$ cat config.mk
export PLATFORM = sky130hd
export DESIGN_NAME = tof_i2c_reg_master
export DESIGN_NICKNAME = d
export VERILOG_FILES = /design/src/rtl/tof_pkg.sv /design/src/rtl/tof_i2c_bit_timer.sv /design/src/rtl/tof_i2c_reg_master.sv
export SDC_FILE = /design/constraint.sdc
export NUM_CORES = 1
export LEC_CHECK = 0
export ABC_CLOCK_PERIOD_IN_PS = 3600
export BUFFER_PORTS_ARGS = -buffer_cell sky130_fd_sc_hd__buf_2
export CAP_MARGIN = 20
export CORE_MARGIN = 5
export CORE_UTILIZATION = 40
export CTS_BUF_LIST = sky130_fd_sc_hd__clkbuf_8
export DETAILED_ROUTE_END_ITERATION = 12
export PLACE_DENSITY = 0.69
export SLEW_MARGIN = 20
export SYNTH_ARGS = -nofsm -noshare
export SYNTH_HDL_FRONTEND = slang
export SYNTH_SLANG_ARGS = --single-unit
$ cat constraint.sdc
create_clock -name clk -period 3.6 [get_ports clk]
set_input_delay 0.72 -clock clk [delete_from_list [all_inputs] [get_ports clk]]
set_output_delay 0.72 -clock clk [all_outputs]
set_load 0.1 [all_outputs]
$ cat src/rtl/tof_pkg.sv
// tof_pkg: shared types and constants for the ToF I2C register master
package tof_pkg;
  typedef enum logic [3:0] {
    IDLE, START, DEV_W, ACK, REG_HI, REG_LO, WR_DATA, RESTART,
    DEV_R, RD_BYTE, MACK, STOP, DONE, WAIT_RELEASE
  } i2c_state_t;
  localparam logic [6:0] DEV_ADDR_DEF = 7'h29;
  localparam logic RW_WRITE = 1'b0;
  localparam logic RW_READ = 1'b1;
  function automatic int qp_calc(input int clk_hz, input int i2c_hz);
    int q;
    q = clk_hz / (4 * i2c_hz);
    return (q < 2) ? 2 : q;
  endfunction
  function automatic int qp_width(input int qp);
    return $clog2(qp);
  endfunction
endpackage

$ cat src/rtl/tof_i2c_bit_timer.sv
// tof_i2c_bit_timer: quarter-bit counter with clock-stretch hold and 2-bit phase
module tof_i2c_bit_timer import tof_pkg::*; #(
  parameter int QP = 4
) (
  input  logic       clk,
  input  logic       rst,
  input  logic       en,
  input  logic       scl_oe,
  input  logic       scl_i,
  output logic [1:0] phase,
  output logic       phase_done
);
  localparam int W = qp_width(QP);
  logic [W-1:0] cnt;
  logic hold;
  // a released SCL still reading low means a slave is stretching the clock
  assign hold = !scl_oe && !scl_i;
  assign phase_done = en && !hold && (cnt == W'(QP - 1));
  always_ff @(posedge clk) begin
    if (rst || !en) begin
      cnt <= '0;
      phase <= 2'd0;
    end else if (!hold) begin
      cnt <= phase_done ? '0 : cnt + 1'b1;
      phase <= phase + {1'b0, phase_done};
    end
  end
endmodule

$ cat src/rtl/tof_i2c_reg_master.sv
// tof_i2c_reg_master: I2C transaction engine for 16-bit-addressed register writes and read bursts
module tof_i2c_reg_master import tof_pkg::*; #(
  parameter int CLK_HZ = 100_000_000,
  parameter int I2C_HZ = 400_000,
  parameter logic [6:0] DEV_ADDR = DEV_ADDR_DEF
) (
  input  logic        clk,
  input  logic        reset,
  input  logic        start,
  input  logic        is_read,
  input  logic [15:0] register_address,
  input  logic [7:0]  i2c_data,
  input  logic [9:0]  nb_of_bytes,
  output logic        ready,
  output logic        error,
  output logic [15:0] i2c_data_in,
  output logic        busy,
  input  logic        scl_i,
  input  logic        sda_i,
  output logic        scl_oe,
  output logic        sda_oe
);
  localparam int QP = qp_calc(CLK_HZ, I2C_HZ);
  i2c_state_t state, nxt, ret, after;
  logic [1:0] phase;
  logic phase_done, bit_done, sample, tx, tx_nxt, rd_req, ack_bit;
  logic [15:0] reg_addr;
  logic [7:0] wr_data, sr, load;
  logic [2:0] bit_cnt;
  logic [9:0] burst;

  tof_i2c_bit_timer #(.QP(QP)) u_timer (
    .clk(clk), .rst(reset), .en(busy), .scl_oe(scl_oe), .scl_i(scl_i),
    .phase(phase), .phase_done(phase_done)
  );

  assign bit_done = phase_done && (phase == 2'd3);
  assign sample = phase_done && (phase == 2'd1);
  assign tx = state inside {DEV_W, REG_HI, REG_LO, WR_DATA, DEV_R};
  assign tx_nxt = nxt inside {DEV_W, REG_HI, REG_LO, WR_DATA, DEV_R};

  always_ff @(posedge clk) state <= reset ? IDLE : nxt;

  always_comb begin
    nxt = state;
    case (state)
      IDLE:         if (start) nxt = START;
      START:        if (bit_done) nxt = DEV_W;
      DEV_W, REG_HI, REG_LO, WR_DATA, DEV_R:
                    if (bit_done && bit_cnt == 3'd7) nxt = ACK;
      ACK:          if (bit_done) nxt = ack_bit ? STOP : ret;
      RESTART:      if (bit_done) nxt = DEV_R;
      RD_BYTE:      if (bit_done && bit_cnt == 3'd7) nxt = MACK;
      MACK:         if (bit_done) nxt = (burst == 10'd0) ? STOP : RD_BYTE;
      STOP:         if (bit_done) nxt = DONE;
      DONE:         nxt = WAIT_RELEASE;
      WAIT_RELEASE: if (!start) nxt = IDLE;
      default:      nxt = IDLE;
    endcase
    after = (state == DEV_W) ? REG_HI : (state == REG_HI) ? REG_LO :
            (state == REG_LO) ? (rd_req ? RESTART : WR_DATA) :
            (state == DEV_R) ? RD_BYTE : STOP;
    load = (nxt == DEV_W) ? {DEV_ADDR, RW_WRITE} : (nxt == REG_HI) ? reg_addr[15:8] :
           (nxt == REG_LO) ? reg_addr[7:0] : (nxt == WR_DATA) ? wr_data : {DEV_ADDR, RW_READ};
    busy = !(state inside {IDLE, DONE, WAIT_RELEASE});
    ready = (state == DONE);
    // START holds SCL released until SDA has fallen; STOP releases SDA last
    scl_oe = (state == START) ? (phase == 2'd3) : (state == STOP) ? (phase == 2'd0) :
             busy && (phase == 2'd0 || phase == 2'd3);
    sda_oe = (state inside {START, RESTART}) ? phase[1] : (state == STOP) ? (phase != 2'd3) :
             tx ? !sr[7] : (state == MACK) ? (burst != 10'd0) : 1'b0;
  end

  always_ff @(posedge clk) begin
    if (reset) begin
      rd_req <= 1'b0;
      reg_addr <= '0;
      wr_data <= '0;
      burst <= '0;
      sr <= '0;
      bit_cnt <= '0;
      ret <= IDLE;
      ack_bit <= 1'b0;
      error <= 1'b0;
      i2c_data_in <= '0;
    end else begin
      if (state == IDLE && start) begin
        rd_req <= is_read;
        reg_addr <= register_address;
        wr_data <= i2c_data;
        burst <= nb_of_bytes;
        error <= 1'b0;
      end
      bit_cnt <= (state != nxt) ? 3'd0 : bit_cnt + {2'b0, bit_done};
      if (state != nxt && tx_nxt) sr <= load;
      else if (tx && bit_done) sr <= {sr[6:0], 1'b0};
      else if (state == RD_BYTE && sample) sr <= {sr[6:0], sda_i};
      if (state != ACK && nxt == ACK) ret <= after;
      if (state == ACK && sample) ack_bit <= sda_i;
      if (state == ACK && bit_done && ack_bit) error <= 1'b1;
      if (state == RD_BYTE && bit_done && bit_cnt == 3'd7) i2c_data_in <= {i2c_data_in[7:0], sr};
      if (state == MACK && bit_done) burst <= burst - 10'd1;
    end
  end
endmodule

-- Yosys cells after proc, flatten, opt, wreduce, memory -nomap -nowiden
Index checks and enable logic that the tools add are counted.
- bits in registers: 80
- input bits: 40
- output and inout bits: 21
- logic and storage cells: 116
- add/subtract/negate cells: 4
- equal/unequal tests: 26
- multiplexer cells: 35
- reductions and logical operators: 38
- operator list (cell ; number):
    $mux 8 ; 7
    $mux 4 ; 13
    $pmux 4 s10 ; 1
    $eq 4x3->1 const B ; 7
    $eq 4x4->1 const B ; 7
    $mux 10 ; 2
    $logic_and 1x1->1 ; 18
    $eq 4x2->1 const B ; 4
    $logic_not 10->1 ; 1
    $reduce_bool 10->1 ; 1
    $reduce_bool 5->1 ; 2
    $sub 10x1->10 const B ; 1
    $mux 1 ; 9
    $add 6x1->6 const B ; 1
    $eq 6x6->1 const B ; 1
    $mux 6 ; 1
    $reduce_bool 2->1 ; 3
    $reduce_bool 3->1 ; 2
    $logic_not 1->1 ; 5
    $reduce_or 5->1 ; 1
    $eq 4x1->1 const B ; 1
    $logic_not 4->1 ; 1
    $mux 2 ; 2
    $ne 4x2->1 const B ; 1
    other kinds (10) ; 11

-- Longest topological paths before layout
Gate-level depths: netlist of run 1.
- word-level depth: 21
- mapped depth: 13
- mapped depth without buffers: 11

-- Hierarchy
From an unflattened synthesis of run 1, not the netlist that was laid out.
- cell total of the unflattened synthesis: 527
- area total of the unflattened synthesis: 4297.9 um2
- modules (own cells, without submodules) (module ; times used ; cells each ; area an instance (um2) ; seq. area each (um2)):
    tof_i2c_reg_master ; 1 ; 479 ; 3883.7 ; 1441.4
    tof_i2c_bit_timer ; 1 ; 48 ; 414.1 ; 160.2

-- Least setup slack after synthesis of run 1
OpenSTA, ideal clock, no wires.
- path kind: register -> output
- start: register state[1]
- end: output ready
- arrival: 2.822 ns
- required time: 2.880 ns
- setup slack: 0.058 ns
- stages on the path, launching flop included: 4
- buffers on the path: 2
- cell sequence: dfxtp_1 -> buf_2 -> buf_1 -> nor3_1
- longest elaborated chain between the ends: 1
- RTL lines (element ; line ; source):
    from (decl) ; tof_i2c_reg_master.sv:24 ; i2c_state_t state, nxt, ret, after;
    from (signal assigned) ; tof_i2c_reg_master.sv:42 ; always_ff @(posedge clk) state <= reset ? IDLE : nxt;
    $eq 4x4->1 ; tof_i2c_reg_master.sv:66 ; ready = (state == DONE);
    to (decl) ; tof_i2c_reg_master.sv:14 ; output logic ready,
No other way between the ends.

-- Worst setup path after layout of run 1
- start: register state[3]
- end: register sr[3]
- longest elaborated chain between the ends: 21
- elaborated cells between the ends (all ways): 56
- classes of those cells: eq/ne: 19; mux: 18; reduce/logical: 19
- RTL lines (element ; line ; source):
    $eq 4x4->1 / $logic_not 4->1 (equally long branches) ; tof_i2c_reg_master.sv:46, tof_i2c_reg_master.sv:65 ;
    $reduce_bool 3->1 ; tof_i2c_reg_master.sv:65 ; busy = !(state inside {IDLE, DONE, WAIT_RELEASE});
    $logic_not 1->1 ; tof_i2c_reg_master.sv:65 ;
    $logic_and 1x1->1 ; tof_i2c_reg_master.sv:69 ; busy && (phase == 2'd0 || phase == 2'd3);
    $mux 1 (2 in a row) ; tof_i2c_reg_master.sv:68 ; scl_oe = (state == START) ? (phase == 2'd3) : (state == STOP) ? (phase == 2'd0) :
    $logic_not 1->1 ; tof_i2c_bit_timer.sv:17 ; assign hold = !scl_oe && !scl_i;
    $logic_and 1x1->1 ; tof_i2c_bit_timer.sv:17 ;
    $logic_not 1->1 ; tof_i2c_bit_timer.sv:18 ; assign phase_done = en && !hold && (cnt == W'(QP - 1));
    $logic_and 1x1->1 (2 in a row) ; tof_i2c_bit_timer.sv:18 ;
    $logic_and 1x1->1 ; tof_i2c_reg_master.sv:37 ; assign bit_done = phase_done && (phase == 2'd3);
    $logic_and 1x1->1 ; tof_i2c_reg_master.sv:50, tof_i2c_reg_master.sv:53 ;
    $mux 4, on equally long branches ; tof_i2c_reg_master.sv:53, tof_i2c_reg_master.sv:50 ;
    $pmux 4 s10 ; tof_i2c_reg_master.sv:46 ; case (state)
    $eq 4x3->1 ; tof_i2c_reg_master.sv:40, tof_i2c_reg_master.sv:64 ;
    $mux 8 (2 in a row) ; tof_i2c_reg_master.sv:64 ; (nxt == REG_LO) ? reg_addr[7:0] : (nxt == WR_DATA) ? wr_data : {DEV_ADDR, RW_READ};
    $mux 8 (2 in a row) ; tof_i2c_reg_master.sv:63 ; load = (nxt == DEV_W) ? {DEV_ADDR, RW_WRITE} : (nxt == REG_HI) ? reg_addr[15:8] :
    $mux 8 ; tof_i2c_reg_master.sv:95 ; if (state != nxt && tx_nxt) sr <= load;
    to (signal assigned) ; tof_i2c_reg_master.sv:95 ;
    to (signal assigned) ; tof_i2c_reg_master.sv:96 ; else if (tx && bit_done) sr <= {sr[6:0], 1'b0};
    to (signal assigned) ; tof_i2c_reg_master.sv:97 ; else if (state == RD_BYTE && sample) sr <= {sr[6:0], sda_i};
    to (decl) ; tof_i2c_reg_master.sv:28 ; logic [7:0] wr_data, sr, load;
Parallel ways exist; a longest one is shown, timed or not.
A chain may end at the register's enable or synchronous reset.

==> summary.txt, run 1 <==
Floorplanning
  – Io pins: around 60
  – Die Outline Area: about 0.013 mm²
  – Area of the placeable core: 0.0104 mm²
  – Number of core rows: 37
  – Chip Height: 114 µm
  – Starting density of the core: approximately two fifths
  – Width of the die: ~110 µm

Synth
  – Async S/R FF share, synth: 0%
  – Number of storage elements in the synthesis netlist: 80
  – Average instance area after synthesis: a little over 8 µm²
  – Synthesized cell area: around 0.0043 mm²
  – Cell with the most instances after synthesis: sky130_fd_sc_hd__dfxtp_1
  – Syn nets: roughly 570
  – Share of the synthesized area in the top cell type: between 30% and 40%
  – Number of library cell types mapped by synthesis: 80
  – Number of warning messages in the yosys log: 0
  – Yosys top cell by area: sky130_fd_sc_hd__dfxtp_1
  – Most frequent cells after synthesis: sky130_fd_sc_hd__dfxtp_1 (80), sky130_fd_sc_hd__nand2_1 (76), sky130_fd_sc_hd__nor2_1 (64)
  – Share of synthesized area occupied by flip-flops and latches: between 30 and 40%
  – Primary flip-flop cell chosen by synthesis mapping: sky130_fd_sc_hd__dfxtp_1
  – Top post-synthesis cells by area: sky130_fd_sc_hd__dfxtp_1 (37%), sky130_fd_sc_hd__nand2_1 (6.6%), sky130_fd_sc_hd__mux2i_1 (5.6%)
  – Number of instances in the synthesized netlist: ~520
  – Number of enable flip-flop cells after synthesis: 0

STA
  – Worst slew slack as a fraction of its limit: around half
  – Sum Neg Setup Slack: 0 ps
  – Final count of hold timing violations: 0
  – Worst Clk Skew: approximately 11 ps
  – Pin slew with the least headroom to its limit: about 740 ps
  – Minimum period implied by the final worst setup slack: between 3000 and 4000 ps
  – Highest Clock Rate: around 290 MHz
  – Count of endpoints failing setup in the final report: 0
  – RSZ-0062 raised after global routing: no
  – Number of max-slew violations in the final report: 0
  – Final period utilization: between 90 and 100%

Power
  – Leakage power: between 0.0015 and 0.002 µW
  – Maximum resistive drop on vdd: between 150 and 200 µV
  – Sequential share of power: a little over two fifths
  – NetSw: 708 µW
  – Portion of total power attributed to the clock network: between 30% and 40%
  – Share of total power consumed by net switching: between 30% and 40%
  – Cell area power density: 447 mW/mm²
  – Cell-internal power: between 1500 and 2000 µW
  – Fraction of power consumed by combinational cells: a little over a fifth

Final layout
  – Fraction of layout cells with a size suffix above 1: 21.4%
  – Combined area of the multi-input logic cells: around 0.0025 mm²
  – Antenna diodes: 0
  – Post-layout net count: ~630
  – Fill count: roughly 1000
  – Register area: 0.00160 mm²
  – Post-Route Utilization: 48.0%
  – Growth of design area from synthesis to finish: 16.2%

Routing
  – Wl on met1: ~5600 µm
  – Drt first-iter violations: roughly 320
  – Top routing layer in use: met4
  – Via density: 5.60
  – Wirelength, routed: roughly 12000 µm
  – Post-route ant nets: 0
  – Met3 WL post-DR: around 650 µm
  – Average detailed-routed wire length per instance: approximately 16 µm
  – Vias after detailed routing: 4034
  – Router iterations before antenna repair: 5
  – Detail Route met2 WL: about 5300 µm
  – Post-route DRC: 0

Place
  – Estimated wirelength of the detail-placed design: ~8600 µm
  – Port-buffer cells: 60
  – Final estimated routing congestion in global placement: 0.909

CTS
  – Hold buffers post-CTS: 0
  – Clock-pin slew of the registers on the worst-case setup and hold paths: around 90 ps
  – Cells resized by post-CTS repair: 0
  – Cell chosen for the clock root: sky130_fd_sc_hd__clkbuf_8
  – Number of buffers on the longest clock path: 2
  – Clock Sink Count: 80
  – Clock buffer count from CTS: 9
  – Depth of the CTS H-tree: 3
  – Clock tree from TritonCTS: done
  – Source-to-sink clock delay at the later pin of the worst-skew pair: ~360 ps
  – Setup bufs post-CTS: 0

Global route
  – Initial antenna violation count: 0
  – Overall overflow remaining after global route: 0
  – Maximum number of pins on one net before global-route repair: 38
  – Wire length of the first global-routing pass: 19200 µm
  – GRT Resource Usage Total: 18.2%
  – Vias in the first global route: between 3000 and 4000

Critical path
  – Crit Path Max Fanout: 15
  – Worst path arrival time: 3680 ps
  – Type of the worst setup path: register to register
  – Required @ worst endpoint: 3890 ps
  – Element type at the critical path end: register
  – CP startpoint kind: register

Hold path
  – Class of the worst hold path: register to register

Outcome
  – Outcome: complete, no violations

Flow run
  – Max-cap check violation count: 0
-- worst paths after layout --
kind / from / slack, ps / to / depth (start not counted)
worst max-delay path: state[3] / 210 / sr[3] / 10
worst min register to register: reg_addr[5] / 460 / reg_addr[5] / 2
worst min-delay path: reg_addr[5] / 460 / reg_addr[5] / 2
worst max register to register: state[3] / 210 / sr[3] / 10
-- power groups by stage --
| stage | Sequential (µW) | Combinational (µW) | Clock, µW |
|---|---|---|---|
| after CTS | 978 | 468 | 790 |
| after floorplan | 980 | 361 | 0 |
| after global placement | 997 | 460 | 0 |
| final | 980 | 472 | 782 |
| after detailed placement | 999 | 466 | 0 |
| after global routing | 986 | 516 | 824 |
-- placed cells by master (no fill, tap or decap), drive strengths merged, types with 6 or more instances in the layout --
master,instances
dfxtp,80
nand2,79
buf,79
nor2,65
a21oi,48
mux2i,24
nand3,14
inv,14
nor3,12
clkbuf,10
o21ai,10
o211ai,9
nand4,9
ha,8
and3,7
or3,6
and2,6
a31oi,6
-- cell type report --
| cell class | count | share of cell area, % |
|---|---|---|
| Timing Repair Buffer | 79 | 8.87 |
| Tap cell | 136 | 3.41 |
| Clock inverter | 5 | 1.78 |
| Multi-Input combinational cell | 397 | 50.1 |
| Clock buffer | 10 | 2.76 |
| Sequential cell | 80 | 32.1 |
| Inverter | 14 | 1.05 |
-- state kept, by name (all words and copies together) (netlist names) --
signal / cells
wr_data: 8
error: 1
state: 4
burst: 10
rd_req: 1
bit_cnt: 3
reg_addr: 16
sr: 8
u_timer.cnt: 6
u_timer.phase: 2
i2c_data_in: 16
ret: 4
ack_bit: 1
-- stage by stage --
| stage | hold WS [ps] | cell area [µm²] | power [µW] | std cells | worst slack (ps) |
|---|---|---|---|---|---|
| 4_1_cts | 461 | 4990 | 2240 | 721 | 173 |
| 6_report | 458 | 4990 | 2230 | 721 | 209 |
| 3_5_place_dp | 450 | 4760 | 1470 | 706 | 176 |
| 3_3_place_gp | 445 | 4760 | 1460 | 706 | 321 |
| 5_1_grt | 476 | 4990 | 2330 | 721 | 7.32 |
| 2_1_floorplan | 433 | 4300 | 1340 | 519 | 58.5 |
-- worst max-delay path, stage by stage, from the launching register on --
cell                        delay [ps]
sky130_fd_sc_hd__dfxtp_1           540
sky130_fd_sc_hd__buf_4             280
sky130_fd_sc_hd__nor2_1            140
sky130_fd_sc_hd__o21ai_0           440
sky130_fd_sc_hd__a21oi_1           110
sky130_fd_sc_hd__a2111oi_0         680
sky130_fd_sc_hd__nand4_1           170
sky130_fd_sc_hd__nand4_1           240
sky130_fd_sc_hd__and2_0            370
sky130_fd_sc_hd__nand3_1           170
sky130_fd_sc_hd__a2bb2oi_1         190
-- kinds of logic (layout without fill, tap and decap cells) --
logic type               after synthesis  after routing  share of synthesized area [%]
AND/OR/NAND/NOR                      224            224                           25.2
AO/OA/AOI/OAI                        129            129                           22.3
flip-flops                            80             80                           37.3
buffers and inverters                 42            108                           4.66
multiplexers                          27             27                           6.38
XOR/XNOR                               9              9                           1.83
adder cells (fa/ha/maj)                8              8                           2.33
-- metal layers --
layer | GRT usage, % | vias to the layer above
li1 | - | 1992
met1 | 25.1 | 1900
met2 | 28.9 | 127
met3 | 3.02 | 15
met4 | 6.49 | 0
met5 | 0 | -
Note: power is estimated with default switching activity, not from simulation.
==> run 2, diff against run 1 <==
--- a/config.mk
+++ b/config.mk
@@ -9,10 +9,11 @@
 export BUFFER_PORTS_ARGS = -buffer_cell sky130_fd_sc_hd__buf_2
 export CAP_MARGIN = 20
 export CORE_MARGIN = 5
-export CORE_UTILIZATION = 40
+export CORE_UTILIZATION = 59
 export CTS_BUF_LIST = sky130_fd_sc_hd__clkbuf_8
 export DETAILED_ROUTE_END_ITERATION = 12
-export PLACE_DENSITY = 0.69
+export PLACE_DENSITY = 0.92
+export SETUP_SLACK_MARGIN = 0.3
 export SLEW_MARGIN = 20
 export SYNTH_ARGS = -nofsm -noshare
 export SYNTH_HDL_FRONTEND = slang
==> run 2 against run 1 <==
  * Wire length is 0.37% higher
  * First-iteration DRC count is 11% higher
  * Design area is 1.8% higher
  * Via count is 3.8% higher
  * Sequential share of layout area is 0.53 points lower
  * Die area is 30% lower
  * Clock power is 8.7% lower
  * Setup slack better by 180 ps
  * Hold slack better by 4.1 ps
  * Global-route usage is 8.0 points higher
==> summary.txt, run 2 (same netlist as run 1, synthesis figures left out) <==
Critical path
  – Crit Path Max Fanout: 7 (-8)
  – Element type at the critical path end: register
  – Required @ worst endpoint: 3890 ps (about the same)
  – Chain of cells forming the critical path: inv_1 > ha_4 > nor2_1 > o31a_1 > buf_4 > a31oi_4 > nor3_1 > a311o_4 > and3b_1 > o31ai_4 > buf_4 > o211ai_1 > a2bb2oi_1
  – Crit path top cell by count: sky130_fd_sc_hd__buf_4
  – Biggest cell delay along the critical path: 440 ps (-240 ps)
  – Worst path arrival time: 3510 ps (-170 ps)
  – Type of the worst setup path: register to register
  – Worst Reg-to-Reg Cells: 13 (+3)
  – CP max-delay cell: sky130_fd_sc_hd__a311o_4
  – CP startpoint kind: register

Place
  – Port-buffer cells: 60 (unchanged)
  – Final estimated routing congestion in global placement: 0.989 (+8.8%)
  – Estimated wirelength of the detail-placed design: 8370 µm (-3.2%)
  – Instance count after placement with tap cells included: 671 (-5.0%)

Final layout
  – Number of cells in the finished layout apart from fillers: 693 (-3.9%)
  – Largest regs: i2c_data_in: 16 flops, reg_addr: 16 flops, burst: 10 flops
  – Antenna diodes: 0 (unchanged)
  – Commonest cells after routing, fill and taps aside: sky130_fd_sc_hd__dfxtp_1 (78), sky130_fd_sc_hd__nand2_1 (76), sky130_fd_sc_hd__nor2_1 (63), sky130_fd_sc_hd__buf_2 (60), sky130_fd_sc_hd__a21oi_1 (47)
  – Leading cell type in the layout, fill and taps excluded: sky130_fd_sc_hd__dfxtp_1
  – Fraction of layout cells with a size suffix above 1: 23.9% (+2.5 points)
  – Post-layout net count: 637 (+1.3%)
  – Combined area of the multi-input logic cells: 0.00260 mm² (+3.8%)
  – Fill count: 551 (-47%)
  – Register area: 0.00160 mm² (+0.16%)
  – Growth of design area from synthesis to finish: 18.4%

CTS
  – Depth of the CTS H-tree: 3 (unchanged)
  – Clock tree from TritonCTS: done
  – Cell chosen for the clock root: sky130_fd_sc_hd__clkbuf_8
  – Number of buffers on the longest clock path: 2 (unchanged)
  – Clock buffer count from CTS: 9 (unchanged)
  – Clock-pin slew of the registers on the worst-case setup and hold paths: 100 ps (about the same)
  – Source-to-sink clock delay at the later pin of the worst-skew pair: 370 ps (about the same)
  – Hold buffers post-CTS: 0 (unchanged)
  – Clock Sink Count: 80 (unchanged)

Routing
  – Wirelength, routed: 11800 µm (+0.37%)
  – Post-route DRC: 0 (unchanged)
  – Post-route ant nets: 0 (unchanged)
  – Drt first-iter violations: 354 (+11%)
  – Router iterations before antenna repair: 5 (unchanged)
  – Via density: 6.04 (+8.0%)
  – Average detailed-routed wire length per instance: 17.0 µm (+4.4%)
  – Vias after detailed routing: 4189 (+3.8%)

STA
  – Number of max-slew violations in the final report: 0 (unchanged)
  – Count of endpoints failing setup in the final report: 0 (unchanged)
  – Highest Clock Rate: 311 MHz (+5.5%)
  – Final period utilization: 89.3% (-4.9 points)
  – Final count of hold timing violations: 0 (unchanged)
  – RSZ-0062 raised after global routing: no
  – Worst slew slack as a fraction of its limit: 59.1% (+10 points)
  – Sum Neg Setup Slack: 0 ps (unchanged)
  – Pin slew with the least headroom to its limit: 608 ps (-136 ps)
  – Minimum period implied by the final worst setup slack: 3210 ps (-177 ps)
  – Fin Hold WS: 462 ps (+4.05 ps)
  – Worst Clk Skew: 14.1 ps (+2.77 ps)

Floorplanning
  – Area of the placeable core: 0.00718 mm² (-31%)
  – Die Outline Area: 0.00909 mm² (-30%)
  – Number of core rows: 31 (-16%)
  – Width of the die: 95.3 µm (-16%)
  – Chip Height: 95.3 µm (-16%)
  – Io pins: 61 (unchanged)
  – Starting density of the core: 59.9% (+19 points)

Global route
  – Initial antenna violation count: 0 (unchanged)
  – Overall overflow remaining after global route: 0 (unchanged)
  – Vias in the first global route: 3936 (+2.4%)
  – GRT Resource Usage Total: 26.2% (+8.0 points)
  – Maximum number of pins on one net before global-route repair: 45 (+18%)
  – Wire length of the first global-routing pass: 18800 µm (-1.8%)

Hold path
  – Instance count along the most critical hold path: 2 (unchanged)
  – Class of the worst hold path: register to register

Power
  – Cell area power density: 428 mW/mm² (-4.3%)
  – Leakage power: 0.00198 µW (+2.1%)
  – Maximum resistive drop on vdd: 356 µV (+82%)

Outcome
  – Outcome: complete, no violations

Flow run
  – Max-cap check violation count: 0 (unchanged)
[run 2: worst paths after layout]
| check | from | end | slack (ps) |
|---|---|---|---|
| worst max-delay path | u_timer.phase[1] | sr[5] | 390 |
| worst max register to register | u_timer.phase[1] | sr[5] | 390 |
| worst min register to register | reg_addr[9] | reg_addr[9] | 460 |
| worst min-delay path | reg_addr[9] | reg_addr[9] | 460 |
[run 2: what timing repair did]
item                       CTS  global route
cloned                       0             1
gates resized for setup      3            12
hold endpoints to repair     0             0
pin swaps                    1             4
setup endpoints to repair   12            11
setup buffers                0             5
[run 2: cell type report]
type / count / share of cell area [%]
clock inverters: 7 / 1.70
well taps: 99 / 2.44
repair buffers: 86 / 9.82
multi-input cells: 398 / 51.0
flip-flops and latches: 80 / 31.5
clock buffers: 9 / 2.44
inverters: 14 / 1.03
[run 2: report_power, final]
group          internal, µW  switching [µW]
Clock                   336             377
Combinational           185             299
Sequential              934            45.0
[run 2: stage by stage]
| stage | worst slack (ps) | total power (µW) | utilization (%) | area (µm²) |
|---|---|---|---|---|
| finish | 386 | 2180 | 70.9 | 5090 |
| global route | 280 | 2280 | 70.9 | 5090 |
| global placement | 273 | 1440 | 66.1 | 4740 |
| floorplan | 320 | 1340 | - | 4310 |
| CTS | 317 | 2170 | 69.2 | 4970 |
| detailed placement | 111 | 1460 | 66.1 | 4740 |
[run 2: layer usage]
metal	GRT usage [%]	vias to the layer above	wire, µm
li1	-	2018	-
met1	34.4	1936	4990
met2	41.6	195	5530
met3	6.00	40	905
met4	10.8	0	372
met5	0	-	0
[run 2: critical path: cells and delay by family, from the launching register on]
family | cells | cell delay [ps]
flops | 1 | 380
fa+ha+maj | 1 | 310
buf+inv | 3 | 500
compound gates | 6 | 1570
simple gates | 3 | 380
